`config.mk`:
```
export PLATFORM = sky130hd
export DESIGN_NAME = seq_divider_16x8_flat
export DESIGN_NICKNAME = d
export VERILOG_FILES = /design/src/rtl/seq_divider_16x8_if.sv /design/src/rtl/seq_divider_16x8.sv /design/src/flat_wrapper.sv
export SDC_FILE = /design/constraint.sdc
export NUM_CORES = 1
export LEC_CHECK = 0
export BUFFER_PORTS_ARGS = -buffer_cell sky130_fd_sc_hd__buf_2
export CORE_AREA = 5 5 69 71
export CTS_BUF_LIST = sky130_fd_sc_hd__clkbuf_16
export DETAILED_ROUTE_END_ITERATION = 10
export DIE_AREA = 0 0 74 76
export PLACE_DENSITY = 0.93
export RECOVER_POWER = 100
export SLEW_MARGIN = 30
export SYNTH_ARGS = -nofsm -noshare
export SYNTH_HDL_FRONTEND = slang
export SYNTH_SLANG_ARGS = --single-unit
```
`constraint.sdc`:
```
create_clock -name clk -period 3.12 [get_ports clk]
set_input_delay 0.156 -clock clk [delete_from_list [all_inputs] [get_ports clk]]
set_output_delay 0.156 -clock clk [all_outputs]
set_load 0.005 [all_outputs]
```
`src/rtl/seq_divider_16x8_if.sv`:
```
// rtl/seq_divider_16x8_if.sv - valid/ready operand and result bundle for the 16/8 divider
interface seq_divider_16x8_if;
  logic        in_valid;
  logic        in_ready;
  logic [15:0] dividend;
  logic [7:0]  divisor;
  logic        out_valid;
  logic        out_ready;
  logic [15:0] quotient;
  logic [7:0]  remainder;
  logic        div_by_zero;

  modport master (
    output in_valid, dividend, divisor, out_ready,
    input  in_ready, out_valid, quotient, remainder, div_by_zero
  );

  modport slave (
    input  in_valid, dividend, divisor, out_ready,
    output in_ready, out_valid, quotient, remainder, div_by_zero
  );
endinterface

```
`src/rtl/seq_divider_16x8.sv`:
```
// rtl/seq_divider_16x8.sv - sequential radix-2 restoring divider, 16-bit dividend by 8-bit divisor
module seq_divider_16x8 (
  input  logic                clk,
  input  logic                rst_n,
  seq_divider_16x8_if.slave   bus
);

  typedef enum logic [1:0] {
    IDLE = 2'd0,
    CALC = 2'd1,
    DONE = 2'd2
  } state_t;

  state_t      r_state;
  state_t      w_state_next;
  logic [15:0] r_q;      // dividend shifts out of the top, quotient bits enter at the bottom
  logic [7:0]  r_rem;    // partial remainder; always < divisor between steps
  logic [7:0]  r_div;
  logic [4:0]  r_cnt;
  logic        r_dbz;

  // The trial is 9 bits wide so the shifted-in remainder never overflows the compare.
  logic [8:0]  w_trial;
  logic        w_ge;
  logic [7:0]  w_rem_next;

  assign w_trial    = {r_rem, r_q[15]};
  assign w_ge       = w_trial[8] | (w_trial[7:0] >= r_div);
  // When w_ge holds the true difference is below the divisor, so 8-bit wraparound is exact.
  assign w_rem_next = w_ge ? (w_trial[7:0] - r_div) : w_trial[7:0];

  assign bus.in_ready    = (r_state == IDLE);
  assign bus.out_valid   = (r_state == DONE);
  assign bus.quotient    = r_q;
  assign bus.remainder   = r_rem;
  assign bus.div_by_zero = r_dbz;

  // Next-state decode: accept in IDLE, step in CALC until the last count, hand off in DONE.
  always_comb begin
    w_state_next = r_state;
    case (r_state)
      IDLE: begin
        if (bus.in_valid) begin
          w_state_next = (bus.divisor == 8'd0) ? DONE : CALC;
        end
      end
      CALC: begin
        if (r_cnt == 5'd1) begin
          w_state_next = DONE;
        end
      end
      DONE: begin
        if (bus.out_ready) begin
          w_state_next = IDLE;
        end
      end
      default: w_state_next = IDLE;
    endcase
  end

  // State register.
  always_ff @(posedge clk) begin
    if (!rst_n) begin
      r_state <= IDLE;
    end else begin
      r_state <= w_state_next;
    end
  end

  // Datapath: load operands on acceptance, one restoring step per CALC cycle, hold in DONE.
  always_ff @(posedge clk) begin
    if (!rst_n) begin
      r_q   <= 16'd0;
      r_rem <= 8'd0;
      r_div <= 8'd0;
      r_cnt <= 5'd0;
      r_dbz <= 1'b0;
    end else begin
      case (r_state)
        IDLE: begin
          if (bus.in_valid) begin
            r_div <= bus.divisor;
            r_cnt <= 5'd16;
            if (bus.divisor == 8'd0) begin
              r_q   <= 16'hFFFF;
              r_rem <= bus.dividend[7:0];
              r_dbz <= 1'b1;
            end else begin
              r_q   <= bus.dividend;
              r_rem <= 8'd0;
              r_dbz <= 1'b0;
            end
          end
        end
        CALC: begin
          r_q   <= {r_q[14:0], w_ge};
          r_rem <= w_rem_next;
          r_cnt <= r_cnt - 5'd1;
        end
        default: begin
        end
      endcase
    end
  end

endmodule
```
`src/flat_wrapper.sv`:
```
// flat-port wrapper written by rule: the top's interface ports become plain ports
module seq_divider_16x8_flat 
  (clk, rst_n, bus_in_valid, bus_dividend, bus_divisor, bus_out_ready, bus_in_ready, bus_out_valid, bus_quotient, bus_remainder, bus_div_by_zero);
  seq_divider_16x8_if bus_i ();
  input  logic clk;
  input  logic rst_n;
  input wire logic [$bits(bus_i.in_valid)-1:0] bus_in_valid;
  input wire logic [$bits(bus_i.dividend)-1:0] bus_dividend;
  input wire logic [$bits(bus_i.divisor)-1:0] bus_divisor;
  input wire logic [$bits(bus_i.out_ready)-1:0] bus_out_ready;
  output wire logic [$bits(bus_i.in_ready)-1:0] bus_in_ready;
  output wire logic [$bits(bus_i.out_valid)-1:0] bus_out_valid;
  output wire logic [$bits(bus_i.quotient)-1:0] bus_quotient;
  output wire logic [$bits(bus_i.remainder)-1:0] bus_remainder;
  output wire logic [$bits(bus_i.div_by_zero)-1:0] bus_div_by_zero;
  assign bus_i.in_valid = bus_in_valid;
  assign bus_i.dividend = bus_dividend;
  assign bus_i.divisor = bus_divisor;
  assign bus_i.out_ready = bus_out_ready;
  assign bus_in_ready = bus_i.in_ready;
  assign bus_out_valid = bus_i.out_valid;
  assign bus_quotient = bus_i.quotient;
  assign bus_remainder = bus_i.remainder;
  assign bus_div_by_zero = bus_i.div_by_zero;
  seq_divider_16x8 u_core (.clk(clk), .rst_n(rst_n), .bus(bus_i));
endmodule
```
==> summary.md, run 1 <==
| Metric | Value |
|---|---|
| Sequential fraction of the synthesis area | 0.362 |
| Min Tclk post-route | 2.49 ns |
| Clock Skews | 0.00716 ns |
| Diodes inserted | 0 |
| Initial Util | 0.530 |
| Yosys warning total | 0 |
| Final Max Slew Viols | 0 |
| Crit Path Category | flip-flop to flip-flop |
| Final ANT Viol Nets | 0 |
| Vias in the first global route | about 2200 |
| Outcome | complete, no violations |
| H-Tree Depth | 2 |
| Most frequent cells after synthesis | dfxtp_1 (40), a21oi_1 (39), nand2_1 (39) |
| Post-CTS Resized | 0 |
| Synthesized cell area | 0.00221 mm2 |
| Gate power share | 0.482 |
| Ratio of cells with drive above 1 in the final layout | 0.173 |
| Clock network power share | 0.205 |
| # clock sinks | 40 |
| Startpoint Class | flip-flop |
| Fin Setup TNS | 0 ns |
| Post-CTS Setup Bufs | 0 |
| IO Pins | 55 |
| Via/cell ratio | 5.95 |
| GRT Util Overall | 0.216 |
| CTS root buffer | clkbuf_16 |
| Sw Ratio | 0.414 |
| CP required | 3.35 ns |
| Worst hold path type | primary input to flip-flop |
| # DRC | 0 |
| Max incr delay on CP | 0.52 ns |
| Period utilisation layout | 0.799 |
| Grt total ovfl | 0 |
| Crit-path leading delay family | simple AND/OR/NAND/NOR gates |
| Vias | 2231 |
| Crit path DAT | 2.72 ns |
| CP max FO | 14 |
| Total CTS buffers | 5 |
| Cells after Synth | 273 |
| Top cell type by total area after synthesis | dfxtp_1 |
| Area delta synth->final | 17.2% |
| Synth Net Count | 312 |
| Hpwl dp | between 4000 and 5000 um |
| Lkg Pwr | 1.03 nW |
| Post-synth EDFFs | 0 |
| Post-route insts no fill | 375 |
| Clk slew on worst S/H paths | 0.06 ns |
| Drt wl/cell | 15.9 um |
| RSZ-0062 raised after global routing | false |
| FF+latch count, synth | 40 |
| Die Area | 0.00562 mm2 |
| Worst hold margin | 0.132 ns |
| Largest net degree at the start of global routing | 27 |
| Fraction of registers with async set/reset | 0 |
| Synth area leaders | dfxtp_1 (36%), a21oi_1 (8.8%), nand2_1 (6.6%) |
| Worst vdd ir | ~400 uV |
| Setup Viol. Count Final | 0 |
| Final Util | 0.621 |
| Power per Cell Area | 940 mW/mm2 |
| Placed Cells | 367 |
| Die Ht | approximately 76 um |
| Hold buffer count at cts | 0 |
| Die Wd | 74 um |
| IO buf count | 54 |
| Pint | 1.43 mW |
| TritonCTS clock tree | yes |
| Critical-path cell list | inv_1 -> ha_1 -> fa_1 -> nand2b_2 -> a21oi_1 -> o21ai_0 -> and2_4 -> or4b_1 -> nand3_1 |
| Max Fclk | 0.401 GHz |
| Post-synth cell types | between 40 and 50 |
| CP bufs+invs | 1 |
| Max Cap Viol | 0 |
| # rows | 24 |
| Worst path slowest cell | or4b_1 |
| Fin. Hold Viols | 0 |
| Least-Margin Pin Slew | 1.03 ns |
| DRT iter0 DRCs | 124 |
| First-pass GRT wire length | 9700 um |
| Top FF cell, synth | dfxtp_1 |
| Clock tree buffer depth | 2 |
| CP endpoint kind | flip-flop |
| DRT Pass-1 Iters | 4 |
| Skew-Pair Late Insertion Delay | 0.28 ns |
| Post-layout net count | 361 |
| Yosys top cell area share | 0.362 |
| Net Sw Power | 1.01 mW |
| Total core area | 0.00417 mm2 |
| Avg Cell Area, Syn | 8.11 um2 |
| Top-count cell post-synth | dfxtp_1 |
| Initial antenna violation count | 0 |
| Max_slew headroom | 0.314 |
| RD Place Congestion | 0.877 |
| Share of power burned in registers | 0.313 |
| Post-Route WL | 5980 um |
-- flip-flops by register name, indices dropped and copies added, names as in the netlist --
register / flops
u_core.r_state: 2
u_core.bus.remainder: 8
u_core.bus.quotient: 16
u_core.r_cnt: 5
u_core.bus.div_by_zero: 1
u_core.r_div: 8
-- kinds of logic (layout without fill, tap and decap cells) --
family,after synthesis,after routing,synth area share
and+or+nand+nor,96,96,0.214
AOI/OAI and AO/OA,86,86,0.256
DFF,40,40,0.362
buffers and inverters,31,81,0.0656
adders and majority gates,11,11,0.0656
xor gates and xnor gates,6,6,0.0237
muxes,3,3,0.0141
-- worst reg2reg max path, cell delays in order (launching register included) --
cell and delay, ns:
dfxtp_1 0.35, inv_1 0.06, ha_1 0.22, fa_1 0.41, nand2b_2 0.21, a21oi_1 0.22, o21ai_0 0.17, and2_4 0.22
or4b_1 0.52, nand3_1 0.07
-- cell usage in the layout (no fill, tap or decap), types with 2 or more instances in the layout --
| cell type | Yosys | layout |
|---|---|---|
| o21ai_0 | 7 | 8 |
| mux2i_1 | 2 | 2 |
| o21a_1 | 3 | 3 |
| or3_1 | 5 | 5 |
| o22ai_1 | 3 | 3 |
| nand4_1 | 6 | 6 |
| a211oi_1 | 5 | 5 |
| o221ai_1 | 16 | 16 |
| nor4_2 | 2 | 2 |
| clkbuf_2 | 0 | 2 |
| a31oi_1 | 2 | 2 |
| clkbuf_16 | 0 | 5 |
| ha_1 | 10 | 10 |
| clkinv_1 | 2 | 2 |
| xor2_1 | 2 | 2 |
| dfxtp_1 | 40 | 40 |
| nand3_1 | 6 | 6 |
| buf_2 | 5 | 35 |
| nor2_1 | 21 | 21 |
| nor3_1 | 5 | 5 |
| inv_1 | 14 | 14 |
| xnor2_1 | 4 | 4 |
| a21oi_1 | 39 | 40 |
| o311ai_0 | 0 | 3 |
| nand2_1 | 39 | 39 |
| clkbuf_1 | 5 | 19 |
| clkinv_2 | 0 | 2 |
-- power groups by stage --
stage          Combinational (mW)  Clock, mW  Sequential [mW]
4_1_cts                      1.23      0.507            0.759
6_report                     1.17      0.501            0.763
3_5_place_dp                 1.21          0            0.768
2_1_floorplan               0.949          0            0.746
5_1_grt                      1.32      0.530            0.779
3_3_place_gp                 1.17          0            0.761
-- per-stage QoR --
step / instance area (um2) / power (mW) / setup WS [ns]
3_5_place_dp: 2490 / 1.98 / 0.795
6_report: 2590 / 2.44 / 0.628
4_1_cts: 2630 / 2.49 / 0.775
5_1_grt: 2590 / 2.63 / 0.399
3_3_place_gp: 2490 / 1.93 / 0.881
2_1_floorplan: 2210 / 1.69 / 0.937
-- final cells by class --
cell class	count	area, um2
fillers	391	1580
multi-input cells	202	1260
flip-flops and latches	40	801
repair buffers	57	264
clock buffers	5	125
well taps	52	65.1
inverters	16	60.1
clock inverters	3	18.8
-- per-layer routing --
metal	up-vias	GRT usage	wire, um
met1	1061	0.262	2430
met5	-	0	0
met4	0	0.0743	131
met3	12	0.0449	407
li1	1083	-	-
met2	75	0.370	3010
-- worst paths after layout --
| check | depth (start not counted) | slack [ns] | end | start |
|---|---|---|---|---|
| worst max-delay path | 9 | 0.63 | u_core.bus.remainder[5]$_SDFFE_PN0P_ | u_core.bus.quotient[15]$_SDFFE_PN0P_ |
| worst max register to register | 9 | 0.63 | u_core.bus.remainder[5]$_SDFFE_PN0P_ | u_core.bus.quotient[15]$_SDFFE_PN0P_ |
| worst min register to register | 2 | 0.46 | u_core.bus.div_by_zero$_SDFFE_PN0P_ | u_core.bus.div_by_zero$_SDFFE_PN0P_ |
| worst min-delay path | 3 | 0.13 | u_core.r_div[6]$_SDFFE_PN0P_ | bus_divisor[6] |
Power figures use the tool's default switching activity.
==> run 2, diff against run 1 <==
- CORE_AREA: 5 5 69 71 -> 5 5 71 73
- DIE_AREA: 0 0 74 76 -> 0 0 76 78
- PLACE_DENSITY: 0.93 -> 0.89
- clock period: 3.12 -> 2.52 ns (I/O delays scaled with it)
==> run 2 against run 1 <==
Against the previous run:
- core utilization decreased by 0.69 points
- global-route usage decreased by 0.42 points
- design area increased by 1.7%
- largest power group unchanged
- clock power is 41% higher
- sequential power up 25%
- non-clock buffer count rose by 1
==> summary.md, run 2 (synthesis results as in run 1) <==
| Metric | Value |
|---|---|
| CTS root buffer | clkbuf_16 |
| Power per Cell Area | 1210 mW/mm2 (+28%) |
| Commonest non-fill, non-tap cell in the layout | buf_2 |
| Net Sw Power | 1.30 mW (+28%) |
| Most frequent cells in the layout | buf_2 (43), dfxtp_1 (40), nand2_1 (39), a21oi_1 (39), nor2_1 (21) |
| Share of power burned in registers | 0.298 (-0.015) |
| Skew-Pair Late Insertion Delay | 0.28 ns (about the same) |
| Diodes inserted | 0 (unchanged) |
| Post-Route WL | 6220 um (+4.2%) |
| Pint | 1.89 mW (+32%) |
| DRT Pass-1 Iters | 4 (unchanged) |
| IO buf count | 54 (unchanged) |
| Area of the multi-input gates | 0.00127 mm2 (+0.60%) |
| First-pass GRT wire length | 10400 um (+7.5%) |
| Grt total ovfl | 0 (unchanged) |
| RD Place Congestion | 0.976 (+11%) |
| Fin. Hold Viols | 0 (unchanged) |
| Least-Margin Pin Slew | 0.751 ns (-0.278 ns) |
| # rows | 24 (unchanged) |
| Max Cap Viol | 0 (unchanged) |
| Initial antenna violation count | 0 (unchanged) |
| Final ANT Viol Nets | 0 (unchanged) |
| Ratio of cells with drive above 1 in the final layout | 0.198 (+0.0242) |
| Initial Util | 0.515 (-0.0148) |
| Post-layout net count | 362 (+0.28%) |
| Startpoint Class | flip-flop |
| H-Tree Depth | 2 (unchanged) |
| Max FFs per register | 16 (unchanged) |
| Crit Path Category | flip-flop to flip-flop |
| Hpwl dp | 4510 um (+2.1%) |
| Post-CTS Resized | 0 (unchanged) |
| Total core area | 0.00429 mm2 (+2.9%) |
| Clk slew on worst S/H paths | 0.06 ns (about the same) |
| Hold buffer count at cts | 0 (unchanged) |
| Drt wl/cell | 16.6 um (+3.9%) |
| Die Wd | 76 um (+2.7%) |
| Post-route design area | 0.00264 mm2 (+1.7%) |
| DRT iter0 DRCs | 291 (+130%) |
| Total power | 3.18 mW (+31%) |
| Die Area | 0.00593 mm2 (+5.4%) |
| Lkg Pwr | 1.07 nW (+3.9%) |
| Crit path DAT | 2.57 ns (-0.15 ns) |
| CP required | 2.74 ns (-0.61 ns) |
| Sw Ratio | 0.407 (-0.00707) |
| Fin Setup TNS | 0 ns (unchanged) |
| Final Util | 0.615 (-0.00689) |
| Vias in the first global route | 2245 (+3.8%) |
| Post-CTS Setup Bufs | 0 (unchanged) |
| FILL cells | 384 (-1.8%) |
| Max Fclk | 0.426 GHz (+6.1%) |
| # DRC | 0 (unchanged) |
| TritonCTS clock tree | yes |
| Reg area | 801 um2 (unchanged) |
| Min Tclk post-route | 2.35 ns (-0.143 ns) |
| Vias | 2307 (+3.4%) |
| Worst vdd ir | 598 uV (+50%) |
| CP endpoint kind | flip-flop |
| Clock tree buffer depth | 2 (unchanged) |
| Total CTS buffers | 5 (unchanged) |
| Worst hold path type | primary input to flip-flop |
| Max_slew headroom | 0.498 (+0.184) |
| Area delta synth->final | 19.2% |
| Clock Skews | 0.00265 ns (-0.00451 ns) |
| Outcome | complete, no violations |
| Clock network power share | 0.221 (+0.016) |
| Final Max Slew Viols | 0 (unchanged) |
| RSZ-0062 raised after global routing | false |
| DP Area | 0.00249 mm2 (+0.30%) |
| GRT Util Overall | 0.212 (-0.00419) |
| Die Ht | 78 um (+2.6%) |
| Setup Viol. Count Final | 0 (unchanged) |
| Period utilisation layout | 0.932 (+0.133) |
| # clock sinks | 40 (unchanged) |
| IO Pins | 55 (unchanged) |
| Largest net degree at the start of global routing | 25 (-7.4%) |
| CP max FO | 14 (unchanged) |
| Via/cell ratio | 6.14 (+3.1%) |
| Gate power share | 0.480 (-0.002) |
==> run 2: final cells by class <==
class / instances / share of cell area
inverter: 16 / 0.0228
multi-input combinational: 202 / 0.480
sequential: 40 / 0.303
timing repair buffer: 58 / 0.107
clock buffer: 5 / 0.0474
tap: 52 / 0.0247
clock inverter: 3 / 0.0142
==> run 2: path summary, 6_finish.rpt <==
path | startpoint | to | slack (ns) | depth (start not counted)
worst max-delay path | u_core.bus.quotient[15]$_SDFFE_PN0P_ | u_core.bus.remainder[5]$_SDFFE_PN0P_ | 0.17 | 9
worst min-delay path | bus_divisor[3] | u_core.r_div[3]$_SDFFE_PN0P_ | 0.1 | 3
worst max register to register | u_core.bus.quotient[15]$_SDFFE_PN0P_ | u_core.bus.remainder[5]$_SDFFE_PN0P_ | 0.17 | 9
worst min register to register | u_core.bus.div_by_zero$_SDFFE_PN0P_ | u_core.bus.div_by_zero$_SDFFE_PN0P_ | 0.46 | 2
==> run 2: power groups by stage <==
stage	combinational (mW)	sequential, mW	clock (mW)
2_1_floorplan	1.18	0.923	0
3_3_place_gp	1.46	0.946	0
3_5_place_dp	1.51	0.956	0
4_1_cts	1.53	0.944	0.713
5_1_grt	1.70	0.967	0.744
6_report	1.53	0.950	0.704
==> run 2: worst max-delay path, cell delays in order (launching register included) <==
cell and delay [ns]:
dfxtp_1 0.35, inv_1 0.07, ha_1 0.22, fa_1 0.41, nand2b_2 0.23, a21oi_4 0.16, o21ai_2 0.09, and2_4 0.19
or4b_1 0.52, nand3_1 0.08
==> run 2: stage by stage <==
step	instances	hold WS, ns	setup WS [ns]
floorplan	273	0.262	0.337
detailed placement	368	0.390	0.200
global route	376	0.0982	0.0463
global placement	368	0.387	0.274
finish	376	0.0986	0.172
CTS	376	0.0945	0.178
==> run 2: layer usage <==
layer	vias up	wire (um)	track usage
met5	-	0	0
met4	0	196	0.121
met3	18	537	0.0486
met2	117	3140	0.362
met1	1082	2350	0.242
li1	1090	-	-
==> run 3, diff against run 2 <==
- CORE_AREA: 5 5 71 73 -> 5 5 58 86
- CTS_BUF_LIST: sky130_fd_sc_hd__clkbuf_16 -> sky130_fd_sc_hd__clkbuf_4 sky130_fd_sc_hd__clkbuf_8
- DIE_AREA: 0 0 76 78 -> 0 0 63 91
- PLACE_DENSITY: 0.89 -> 0.91
==> run 3 against run 2 <==
Against the previous run:
- total power decreased by 6.5%
- non-clock buffer count unchanged
- highest routed layer unchanged
- maximum frequency increased by 0.54%
- critical path depth unchanged
- core utilization increased by 0.14 points
- wire length decreased by 4.3%
- critical path type unchanged
- register-to-register slack about the same
==> summary.md, run 3 (synthesis results as in run 1) <==
| Metric | Value |
|---|---|
| Post-CTS Resized | 0 (unchanged) |
| Max Fclk | 0.428 GHz (+0.54%) |
| Fin Setup TNS | 0 ns (unchanged) |
| Worst vdd ir | 984 uV (+65%) |
| Gate power share | 0.505 (+0.025) |
| CP Launch Point | u_core.bus.quotient[15]$_SDFFE_PN0P_ |
| Lkg Pwr | 1.03 nW (-4.0%) |
| Min Tclk post-route | 2.34 ns (-0.0126 ns) |
| CTS root buffer | clkbuf_8 |
| RD Place Congestion | 0.897 (-8.2%) |
| Total core area | 0.00417 mm2 (-2.8%) |
| Crit Path Category | flip-flop to flip-flop |
| Fin. Hold Viols | 0 (unchanged) |
| TritonCTS clock tree | yes |
| FILL cells | 369 (-3.9%) |
| Clk slew on worst S/H paths | 0.08 ns (+0.02 ns) |
| Hold buffer count at cts | 0 (unchanged) |
| Vias in the first global route | 2160 (-3.8%) |
| Clock network power share | 0.179 (-0.042) |
| Initial antenna violation count | 0 (unchanged) |
| # clock sinks | 40 (unchanged) |
| Crit path DAT | 2.58 ns (about the same) |
| CP max FO | 14 (unchanged) |
| Net Sw Power | 1.25 mW (-3.8%) |
| Crit path capture | u_core.bus.remainder[5]$_SDFFE_PN0P_ |
| Setup Viol. Count Final | 0 (unchanged) |
| Die Ht | 91 um (+17%) |
| Diodes inserted | 0 (unchanged) |
| Die Area | 0.00573 mm2 (-3.3%) |
| Worst hold margin | 0.0797 ns (-0.0189 ns) |
| Number of cells on the critical path | 9 (unchanged) |
| Die Wd | 63 um (-17%) |
| Via/cell ratio | 6.11 (-0.40%) |
| Reg area | 801 um2 (unchanged) |
| Place WS | 0.212 ns (+0.0120 ns) |
| H-Tree Depth | 2 (unchanged) |
| Commonest non-fill, non-tap cell in the layout | dfxtp_1 |
| Outcome | complete, no violations |
| FF-to-FF path depth | 9 (unchanged) |
| CP endpoint kind | flip-flop |
| Area delta synth->final | 16.1% |
| Crit-path leading delay family | simple AND/OR/NAND/NOR gates |
| Final Max Slew Viols | 0 (unchanged) |
| Total power | 2.98 mW (-6.5%) |
| Register-to-register setup slack | 0.18 ns (about the same) |
| Pint | 1.73 mW (-8.4%) |
| CP bufs+invs | 1 (unchanged) |
| # rows | 29 (+21%) |
| DRT Pass-1 Iters | 4 (unchanged) |
| RSZ-0062 raised after global routing | false |
| Most frequent cells in the layout | dfxtp_1 (40), nand2_1 (39), a21oi_1 (39) |
| Post-CTS Setup Bufs | 0 (unchanged) |
| Period utilisation layout | 0.927 (-0.00499) |
| Hpwl dp | 4530 um (+0.40%) |
| Post-layout net count | 362 (unchanged) |
| Drt wl/cell | 16.1 um (-2.7%) |
| # DRC | 0 (unchanged) |
| Worst hold path type | primary input to flip-flop |
| Worst path slowest cell | or4b_1 |
| Power per Cell Area | 1160 mW/mm2 (-4.0%) |
| IO buf count | 54 (unchanged) |
| Post-Route WL | 5960 um (-4.3%) |
| First-pass GRT wire length | 9690 um (-7.1%) |
| Max Cap Viol | 0 (unchanged) |
| Largest net degree at the start of global routing | 25 (unchanged) |
| Skew-Pair Late Insertion Delay | 0.29 ns (about the same) |
| Least-Margin Pin Slew | 1.04 ns (+0.289 ns) |
| Sw Ratio | 0.419 (+0.0117) |
| Max incr delay on CP | 0.52 ns (about the same) |
| DRT iter0 DRCs | 111 (-62%) |
| Final Util | 0.616 (+0.00138) |
| Initial Util | 0.530 (+0.0150) |
| Final ANT Viol Nets | 0 (unchanged) |
| Final Worst Setup Slack | 0.184 ns (+0.0126 ns) |
| Clock tree buffer depth | 2 (unchanged) |
| Worst reg2reg path startpoint | u_core.bus.quotient[15]$_SDFFE_PN0P_ |
| Vias | 2261 (-2.0%) |
| Startpoint Class | flip-flop |
| Worst reg2reg path endpoint | u_core.bus.remainder[5]$_SDFFE_PN0P_ |
| Area of the multi-input gates | 0.00127 mm2 (unchanged) |
| Max FFs per register | 16 (unchanged) |
| Clock Skews | 0.00622 ns (+0.00358 ns) |
| Ratio of cells with drive above 1 in the final layout | 0.185 (-0.0123) |
| GRT Util Overall | 0.205 (-0.00697) |
| Critical-path cell list | inv_1 -> ha_1 -> fa_1 -> nand2b_2 -> a21oi_4 -> o21ai_2 -> and2_4 -> or4b_1 -> nand3_1 |
| Share of power burned in registers | 0.316 (+0.018) |
| CP required | 2.76 ns (+0.02 ns) |
| IO Pins | 55 (unchanged) |
| Total CTS buffers | 5 (unchanged) |
| Max_slew headroom | 0.307 (-0.191) |
| Grt total ovfl | 0 (unchanged) |
run 3: layout make-up:
cell class | instances | area share
inverters | 16 | 0.0234
clock buffers | 6 | 0.0297
multi-input cells | 202 | 0.493
well taps | 46 | 0.0224
clock inverters | 2 | 0.0136
repair buffers | 58 | 0.106
flip-flops and latches | 40 | 0.312
run 3: tightest hold or removal path: stages:
cell and delay, ns:
buf_2 0.11, nand2_1 0.05, a21oi_1 0.05
run 3: worst min-delay path by stage:
stage,startpoint,to,slack (ns),cells past startpoint
2_1_floorplan,bus_divisor[2],u_core.r_div[2]$_SDFFE_PN0P_,0.26,2
3_3_place_gp,bus_divisor[7],u_core.r_div[7]$_SDFFE_PN0P_,0.39,3
3_5_place_dp,bus_divisor[7],u_core.r_div[7]$_SDFFE_PN0P_,0.39,3
4_1_cts,bus_divisor[7],u_core.r_div[7]$_SDFFE_PN0P_,0.08,3
5_1_grt,bus_divisor[2],u_core.r_div[2]$_SDFFE_PN0P_,0.09,3
6_report,bus_divisor[3],u_core.r_div[3]$_SDFFE_PN0P_,0.08,3
run 3: routing by layer:
layer | track usage | wire length [um]
met1 | 0.210 | 2220
met4 | 0.0920 | 178
met2 | 0.382 | 3240
met3 | 0.0494 | 321
met5 | 0 | 0
run 3: stage by stage:
step / instance area (um2) / instances
after global routing: 2570 / 370
after CTS: 2600 / 370
after detailed placement: 2490 / 362
final: 2570 / 370
after global placement: 2490 / 362
after floorplan: 2210 / 273
run 3: power groups by stage:
stage               Combinational, mW  Sequential, mW  Clock [mW]
finish                           1.50           0.941       0.532
global route                     1.66           0.962       0.563
CTS                              1.53           0.939       0.534
detailed placement               1.52           0.953           0
global placement                 1.46           0.946           0
floorplan                        1.18           0.923           0
